===== src/rtl/sdma_share_arb.sv =====
// Round-robin arbiter that lets NUM_CLIENTS IPs share one SDMA channel, with a
// grant timeout and Wishbone-mapped control, status, interrupt and count registers.
module sdma_share_arb #(
    parameter int NUM_CLIENTS = 4,
    parameter int TIMEOUT_W   = 12,
    parameter int TIMEOUT_MAX = 4095,
    parameter int ADDRWIDTH   = 3
) (
    input  logic                   WB_CLK,
    input  logic                   WB_RST,
    input  logic [ADDRWIDTH-1:0]   WBs_ADR,
    input  logic                   WBs_CYC,
    input  logic                   WBs_STB,
    input  logic                   WBs_WE,
    input  logic [3:0]             WBs_BYTE_STB,
    input  logic [31:0]            WBs_WR_DAT,
    output logic [31:0]            WBs_RD_DAT,
    output logic                   WBs_ACK,
    input  logic [NUM_CLIENTS-1:0] ch_req_i,
    input  logic [NUM_CLIENTS-1:0] ch_sreq_i,
    output logic [NUM_CLIENTS-1:0] ch_active_o,
    output logic [NUM_CLIENTS-1:0] ch_done_o,
    output logic                   SDMA_Req_o,
    output logic                   SDMA_Sreq_o,
    input  logic                   SDMA_Active_i,
    input  logic                   SDMA_Done_i,
    output logic                   intr_o
);

    typedef enum logic [1:0] {
        ST_IDLE   = 2'd0,
        ST_GRANT  = 2'd1,
        ST_ACTIVE = 2'd2
    } state_t;

    localparam logic [2:0]           LAST_IDX = 3'(NUM_CLIENTS - 1);
    localparam logic [TIMEOUT_W-1:0] TO_LAST  = TIMEOUT_W'(TIMEOUT_MAX - 1);
    localparam logic [ADDRWIDTH-1:0] A_CTRL   = ADDRWIDTH'(0);
    localparam logic [ADDRWIDTH-1:0] A_STATUS = ADDRWIDTH'(1);
    localparam logic [ADDRWIDTH-1:0] A_ISTAT  = ADDRWIDTH'(2);
    localparam logic [ADDRWIDTH-1:0] A_IEN    = ADDRWIDTH'(3);
    localparam logic [ADDRWIDTH-1:0] A_XFER   = ADDRWIDTH'(4);

    state_t                 state_q, state_d;
    logic [2:0]             grant_q, grant_d;
    logic                   mode_q, mode_d;
    logic [2:0]             rr_q, rr_d;
    logic [TIMEOUT_W-1:0]   timer_q, timer_d;
    logic                   req_q, req_d;
    logic                   sreq_q, sreq_d;
    logic [NUM_CLIENTS-1:0] done_q, done_d;
    logic [NUM_CLIENTS-1:0] ctrl_q, ctrl_d;
    logic [NUM_CLIENTS-1:0] int_done_q, int_done_d;
    logic                   int_to_q, int_to_d;
    logic [NUM_CLIENTS-1:0] ien_done_q, ien_done_d;
    logic                   ien_to_q, ien_to_d;
    logic [15:0]            xfer_cnt_q, xfer_cnt_d;
    logic                   ack_q, ack_d;
    logic [31:0]            rd_dat_q, rd_dat_d;
    logic                   intr_q, intr_d;

    logic [7:0]             elig8, req8;
    logic [2:0]             cand, pick_idx;
    logic                   pick_found;
    logic [NUM_CLIENTS-1:0] grant_oh;
    logic [2:0]             grant_next;
    logic [NUM_CLIENTS-1:0] hw_done_set;
    logic                   hw_to_set;
    logic                   xfer_inc;

    logic                   wb_sel, wb_wr, wb_rd;
    logic [31:0]            wr_mask, wdat_m, rd_val;
    logic                   unused_bits;

    always_comb begin
        for (int i = 0; i < NUM_CLIENTS; i++) begin
            grant_oh[i] = (grant_q == 3'(i));
        end
    end

    assign grant_next = (grant_q == LAST_IDX) ? 3'd0 : grant_q + 3'd1;

    // Search starts at the RR pointer and wraps, so the first hit is the fair winner.
    always_comb begin
        elig8 = '0;
        req8  = '0;
        elig8[NUM_CLIENTS-1:0] = ctrl_q & (ch_req_i | ch_sreq_i);
        req8[NUM_CLIENTS-1:0]  = ch_req_i;
        cand       = '0;
        pick_idx   = '0;
        pick_found = 1'b0;
        for (int k = 0; k < NUM_CLIENTS; k++) begin
            cand = 3'((int'(rr_q) + k) % NUM_CLIENTS);
            if (!pick_found && elig8[cand]) begin
                pick_found = 1'b1;
                pick_idx   = cand;
            end
        end
    end

    always_comb begin
        state_d     = state_q;
        grant_d     = grant_q;
        mode_d      = mode_q;
        rr_d        = rr_q;
        timer_d     = timer_q;
        req_d       = 1'b0;
        sreq_d      = 1'b0;
        done_d      = '0;
        hw_done_set = '0;
        hw_to_set   = 1'b0;
        xfer_inc    = 1'b0;
        case (state_q)
            ST_IDLE: begin
                timer_d = '0;
                if (pick_found) begin
                    grant_d = pick_idx;
                    mode_d  = ~req8[pick_idx];
                    state_d = ST_GRANT;
                end
            end
            ST_GRANT: begin
                // The timer only runs while the request is visible to the SDMA.
                if (SDMA_Active_i) begin
                    state_d = ST_ACTIVE;
                end else if ((req_q || sreq_q) && (timer_q == TO_LAST)) begin
                    hw_to_set = 1'b1;
                    rr_d      = grant_next;
                    state_d   = ST_IDLE;
                end else begin
                    req_d  = ~mode_q;
                    sreq_d = mode_q;
                    if (req_q || sreq_q) begin
                        timer_d = timer_q + 1'b1;
                    end
                end
            end
            ST_ACTIVE: begin
                if (SDMA_Done_i) begin
                    done_d      = grant_oh;
                    hw_done_set = grant_oh;
                    xfer_inc    = 1'b1;
                    rr_d        = grant_next;
                    state_d     = ST_IDLE;
                end
            end
            default: state_d = ST_IDLE;
        endcase
    end

    assign wb_sel  = WBs_CYC & WBs_STB & ~ack_q;
    assign wb_wr   = wb_sel & WBs_WE;
    assign wb_rd   = wb_sel & ~WBs_WE;
    assign wr_mask = {{8{WBs_BYTE_STB[3]}}, {8{WBs_BYTE_STB[2]}},
                      {8{WBs_BYTE_STB[1]}}, {8{WBs_BYTE_STB[0]}}};
    assign wdat_m  = WBs_WR_DAT & wr_mask;
    assign unused_bits = ^{wdat_m, wr_mask};

    always_comb begin
        ack_d      = wb_sel;
        ctrl_d     = ctrl_q;
        ien_done_d = ien_done_q;
        ien_to_d   = ien_to_q;
        int_done_d = int_done_q | hw_done_set;
        int_to_d   = int_to_q | hw_to_set;
        xfer_cnt_d = xfer_cnt_q + {15'd0, xfer_inc};
        if (wb_wr) begin
            case (WBs_ADR)
                A_CTRL: ctrl_d = (ctrl_q & ~wr_mask[NUM_CLIENTS-1:0]) | wdat_m[NUM_CLIENTS-1:0];
                A_ISTAT: begin
                    // A hardware set in the same cycle survives the clear.
                    int_done_d = (int_done_q & ~wdat_m[NUM_CLIENTS-1:0]) | hw_done_set;
                    int_to_d   = (int_to_q & ~wdat_m[16]) | hw_to_set;
                end
                A_IEN: begin
                    ien_done_d = (ien_done_q & ~wr_mask[NUM_CLIENTS-1:0]) | wdat_m[NUM_CLIENTS-1:0];
                    ien_to_d   = wr_mask[16] ? wdat_m[16] : ien_to_q;
                end
                A_XFER:  xfer_cnt_d = {15'd0, xfer_inc};
                default: ;
            endcase
        end
        rd_val = '0;
        case (WBs_ADR)
            A_CTRL:   rd_val[NUM_CLIENTS-1:0] = ctrl_q;
            A_STATUS: begin
                rd_val[1:0] = state_q;
                rd_val[6:4] = grant_q;
                rd_val[8]   = mode_q;
            end
            A_ISTAT: begin
                rd_val[NUM_CLIENTS-1:0] = int_done_q;
                rd_val[16]              = int_to_q;
            end
            A_IEN: begin
                rd_val[NUM_CLIENTS-1:0] = ien_done_q;
                rd_val[16]              = ien_to_q;
            end
            A_XFER:   rd_val[15:0] = xfer_cnt_q;
            default:  rd_val = '0;
        endcase
        rd_dat_d = wb_rd ? rd_val : 32'd0;
        intr_d   = (|(int_done_q & ien_done_q)) | (int_to_q & ien_to_q);
    end

    always_ff @(posedge WB_CLK or posedge WB_RST) begin
        if (WB_RST) begin
            state_q    <= ST_IDLE;
            grant_q    <= '0;
            mode_q     <= 1'b0;
            rr_q       <= '0;
            timer_q    <= '0;
            req_q      <= 1'b0;
            sreq_q     <= 1'b0;
            done_q     <= '0;
            ctrl_q     <= '0;
            int_done_q <= '0;
            int_to_q   <= 1'b0;
            ien_done_q <= '0;
            ien_to_q   <= 1'b0;
            xfer_cnt_q <= '0;
            ack_q      <= 1'b0;
            rd_dat_q   <= '0;
            intr_q     <= 1'b0;
        end else begin
            state_q    <= state_d;
            grant_q    <= grant_d;
            mode_q     <= mode_d;
            rr_q       <= rr_d;
            timer_q    <= timer_d;
            req_q      <= req_d;
            sreq_q     <= sreq_d;
            done_q     <= done_d;
            ctrl_q     <= ctrl_d;
            int_done_q <= int_done_d;
            int_to_q   <= int_to_d;
            ien_done_q <= ien_done_d;
            ien_to_q   <= ien_to_d;
            xfer_cnt_q <= xfer_cnt_d;
            ack_q      <= ack_d;
            rd_dat_q   <= rd_dat_d;
            intr_q     <= intr_d;
        end
    end

    assign SDMA_Req_o  = req_q;
    assign SDMA_Sreq_o = sreq_q;
    assign ch_active_o = ((state_q == ST_ACTIVE) && SDMA_Active_i) ? grant_oh : '0;
    assign ch_done_o   = done_q;
    assign WBs_ACK     = ack_q;
    assign WBs_RD_DAT  = rd_dat_q;
    assign intr_o      = intr_q;

endmodule


===== config.mk =====
export PLATFORM = sky130hd
export DESIGN_NAME = sdma_share_arb
export DESIGN_NICKNAME = d
export VERILOG_FILES = /design/src/rtl/sdma_share_arb.sv
export SDC_FILE = /design/constraint.sdc
export NUM_CORES = 1
export LEC_CHECK = 0
export ABC_CLOCK_PERIOD_IN_PS = 6200
export BUFFER_PORTS_ARGS = -buffer_cell sky130_fd_sc_hd__clkbuf_2
export CORE_ASPECT_RATIO = 1.4
export CORE_MARGIN = 1.5
export CORE_UTILIZATION = 50
export CTS_CLUSTER_SIZE = 10
export DETAILED_ROUTE_END_ITERATION = 8
export GPL_TIMING_DRIVEN = 1
export PLACE_DENSITY = 0.84
export SLEW_MARGIN = 10
export SYNTH_ARGS = -nofsm -noshare
export SYNTH_HDL_FRONTEND = slang
export SYNTH_SLANG_ARGS = --single-unit

===== constraint.sdc =====
create_clock -name WB_CLK -period 6.2 [get_ports WB_CLK]
set_clock_uncertainty 0.05 [all_clocks]
set_input_delay 0.93 -clock WB_CLK [delete_from_list [all_inputs] [get_ports WB_CLK]]
set_output_delay 0.93 -clock WB_CLK [all_outputs]
set_load 0.05 [all_outputs]

==> flow_summary.toml <==
[route]
ant_nets = 0
drtPass1Iterations = 4
vias_per_cell = 5.601
drc_errors = 0
drt_iter0_markers = 305
wirelength_mm = 8.048
vias = 2946
wl_per_cell_um = 15.30

[floorplanning]
die-area_um2 = 8206
rows = 37
die_w_um = 76.99
start_util = 0.5174
core_area_um2 = 7407
pin_count = 98
die_y_um = 106.6

[grt]
grt_use_total = 0.2093
grt_pass1_wl_mm = 13.42
antenna_found_initial = 0
grt_max_degree = 75
grt_overflow = 0
grt_pass1_vias = 2877

[synthesis]
synth_area_leaders = "dfrtp_1, nor2_1, mux2_2"
synth_edf_count = 0
synth_top_area_share = 0.4832
avgSynthCellArea_um2 = 10.30
ys_top_cells_by_count = "dfrtp_1, nor2_1, nand2_1"
synth_ff_type = "dfrtp_1"
synth_top_area_cell = "dfrtp_1"
async_reset_ff_frac = 1.000
synth_most_common_cell = "dfrtp_1"
synth_warnings = 0
synthesis.area_um2 = 3832
synth_cell_type_count = 61
syn_inst = 372
ys_seq_area_frac = 0.4832
ys_ff_latch = 74

[power_and_ir_drop]
internal_power_uw = 905.9
switching_share = 0.3581
switchingPower_uw = 505.4
power_leakage_uw = 0.002139
clkPwrFrac = 0.296
p_comb_frac = 0.249
p_total_uw = 1411
ir_worst_vdd_v = 0.0001870
p_seq_frac = 0.455
p_per_area_nw_per_um2 = 326.3

[layout]
finalNonFillerCells = 526
syn_to_final_growth_pct = 12.86
final_layout_size_suffix_gt1_frac = 0.2238
multi_input_area_um2 = 1813
diodes = 0
nNetsFinal = 486
fillers = 630
ff_latch_area_um2 = 1852
final_util = 0.5840

[timing]
slew_viol_final = 0
worst_slew_pin_slew_ns = 0.9706
worst_slack_ns = 3.114
finalHoldViolCount = 0
tns_ns = 0
slew-limit-headroom = 0.3501
setup_violations = 0
fmax_mhz = 324.0
finalWorstPathRequiredPeriod_ns = 3.086
period_share = 0.4978
rsz0062_at_grt = "no"

[clock_tree]
clockBufferDepth = 2
root_buffer = "clkbuf_8"
cts_setup_buffers = 0
tritoncts = "yes"
insertion_delay_ns = 0.35
cts_max_level = 3
cts_buffers = 9
clock-sinks = 74
cts_resized = 0
clkTransAtPathRegs_ns = 0.08
cts.hold.buffers_added = 0

[flow_run]
drv_cap = 0

[critical_path]
critPathKind = "reg2out"
path_max_fanout = 19
cp-startpoint = "state_q[1]$_DFFE_PP0P_"
r2r-start = "state_q[1]$_DFFE_PP0P_"
crit_required_ns = 5.22
crit_path_end_kind = "primary output"
start_kind = "register"
worstPathArrival_ns = 2.11

[place]
place.gp.congestion = 0.8499
place_ws_ns = 3.405
port_buffers = 53
hpwl_mm = 5.884
dp.cells = 510

[outcome]
outcome = "complete, no violations"

[worst_hold_path]
min_from = "int_done_q[3]$_DFF_PP0_"
min_path_type = "reg2reg"
[cells in the final DEF, fill, tap and decap left out, types with 11 or more instances in the layout]
master / netlist / routed
and2_1: 12 / 12
and3_1: 12 / 12
clkbuf_2: 0 / 53
conb_1: 1 / 15
dfrtp_1: 74 / 74
mux2_2: 11 / 11
nand2_1: 30 / 30
nand2b_1: 12 / 12
nand3_1: 15 / 15
nor2_1: 37 / 37
[power groups by stage]
stage	registers [uW]	clock network (uW)	logic, uW
after global routing	650	448	389
after global placement	644	0	333
after floorplan	627	0	286
after CTS	639	423	352
after detailed placement	649	0	348
final	642	418	351
[logic make-up after synthesis]
group           Yosys count  share of synthesized area
flops                    74                     0.4832
mux                      23                    0.07019
buf+inv                  38                    0.05746
simple gates            155                     0.2152
other cells               1                  0.0009785
xor+xnor                 15                    0.03428
compound gates           58                     0.1126
fa+ha+maj                 8                    0.02612
[critical path, cell delays in order, from the launching register on]
cell	delay [ns]
dfrtp_1	0.73
nor2b_1	0.52
and3_1	0.24
clkbuf_2	0.27
[worst paths after layout]
check	endpoint	slack, ns	depth (start not counted)
setup / recovery	ch_active_o[1]	3.11	3
max in group asynchronous	xfer_cnt_q[1]$_DFF_PP0_	4.75	3
setup reg to reg	xfer_cnt_q[14]$_DFF_PP0_	3.40	8
hold / removal	int_done_q[3]$_DFF_PP0_	0.47	1
min in group asynchronous	asynchronous set/reset pin	0.79	3
hold reg to reg	int_done_q[3]$_DFF_PP0_	0.47	1
[metal layers]
layer / track usage / share of wire / up-vias / wire length, um
met4: 0.08182 / 0.016 / 0 / 130
met3: 0.03915 / 0.037 / 13 / 295
met2: 0.3799 / 0.54 / 83 / 4385
met5: 0 / 0 / - / 0
met1: 0.2428 / 0.40 / 1461 / 3237
li1: - / - / 1389 / -
[area by class of cell]
cell class                      instances  area share
Inverter                               11    0.009546
Timing Repair Buffer                   54     0.06306
Clock buffer                            9     0.02864
Multi-Input combinational cell        274      0.4191
Tap cell                               97     0.02806
Clock inverter                          7     0.02343
Sequential cell                        74      0.4281
[metrics by stage]
| stage | area (um^2) | hold WS [ns] |
|---|---|---|
| after floorplan | 3885 | 0.3872 |
| after global placement | 4100 | 0.4375 |
| after detailed placement | 4100 | 0.4638 |
| after CTS | 4325 | 0.4750 |
| after global routing | 4325 | 0.4974 |
| final | 4325 | 0.4716 |
Note: power is estimated with default switching activity, not from simulation.
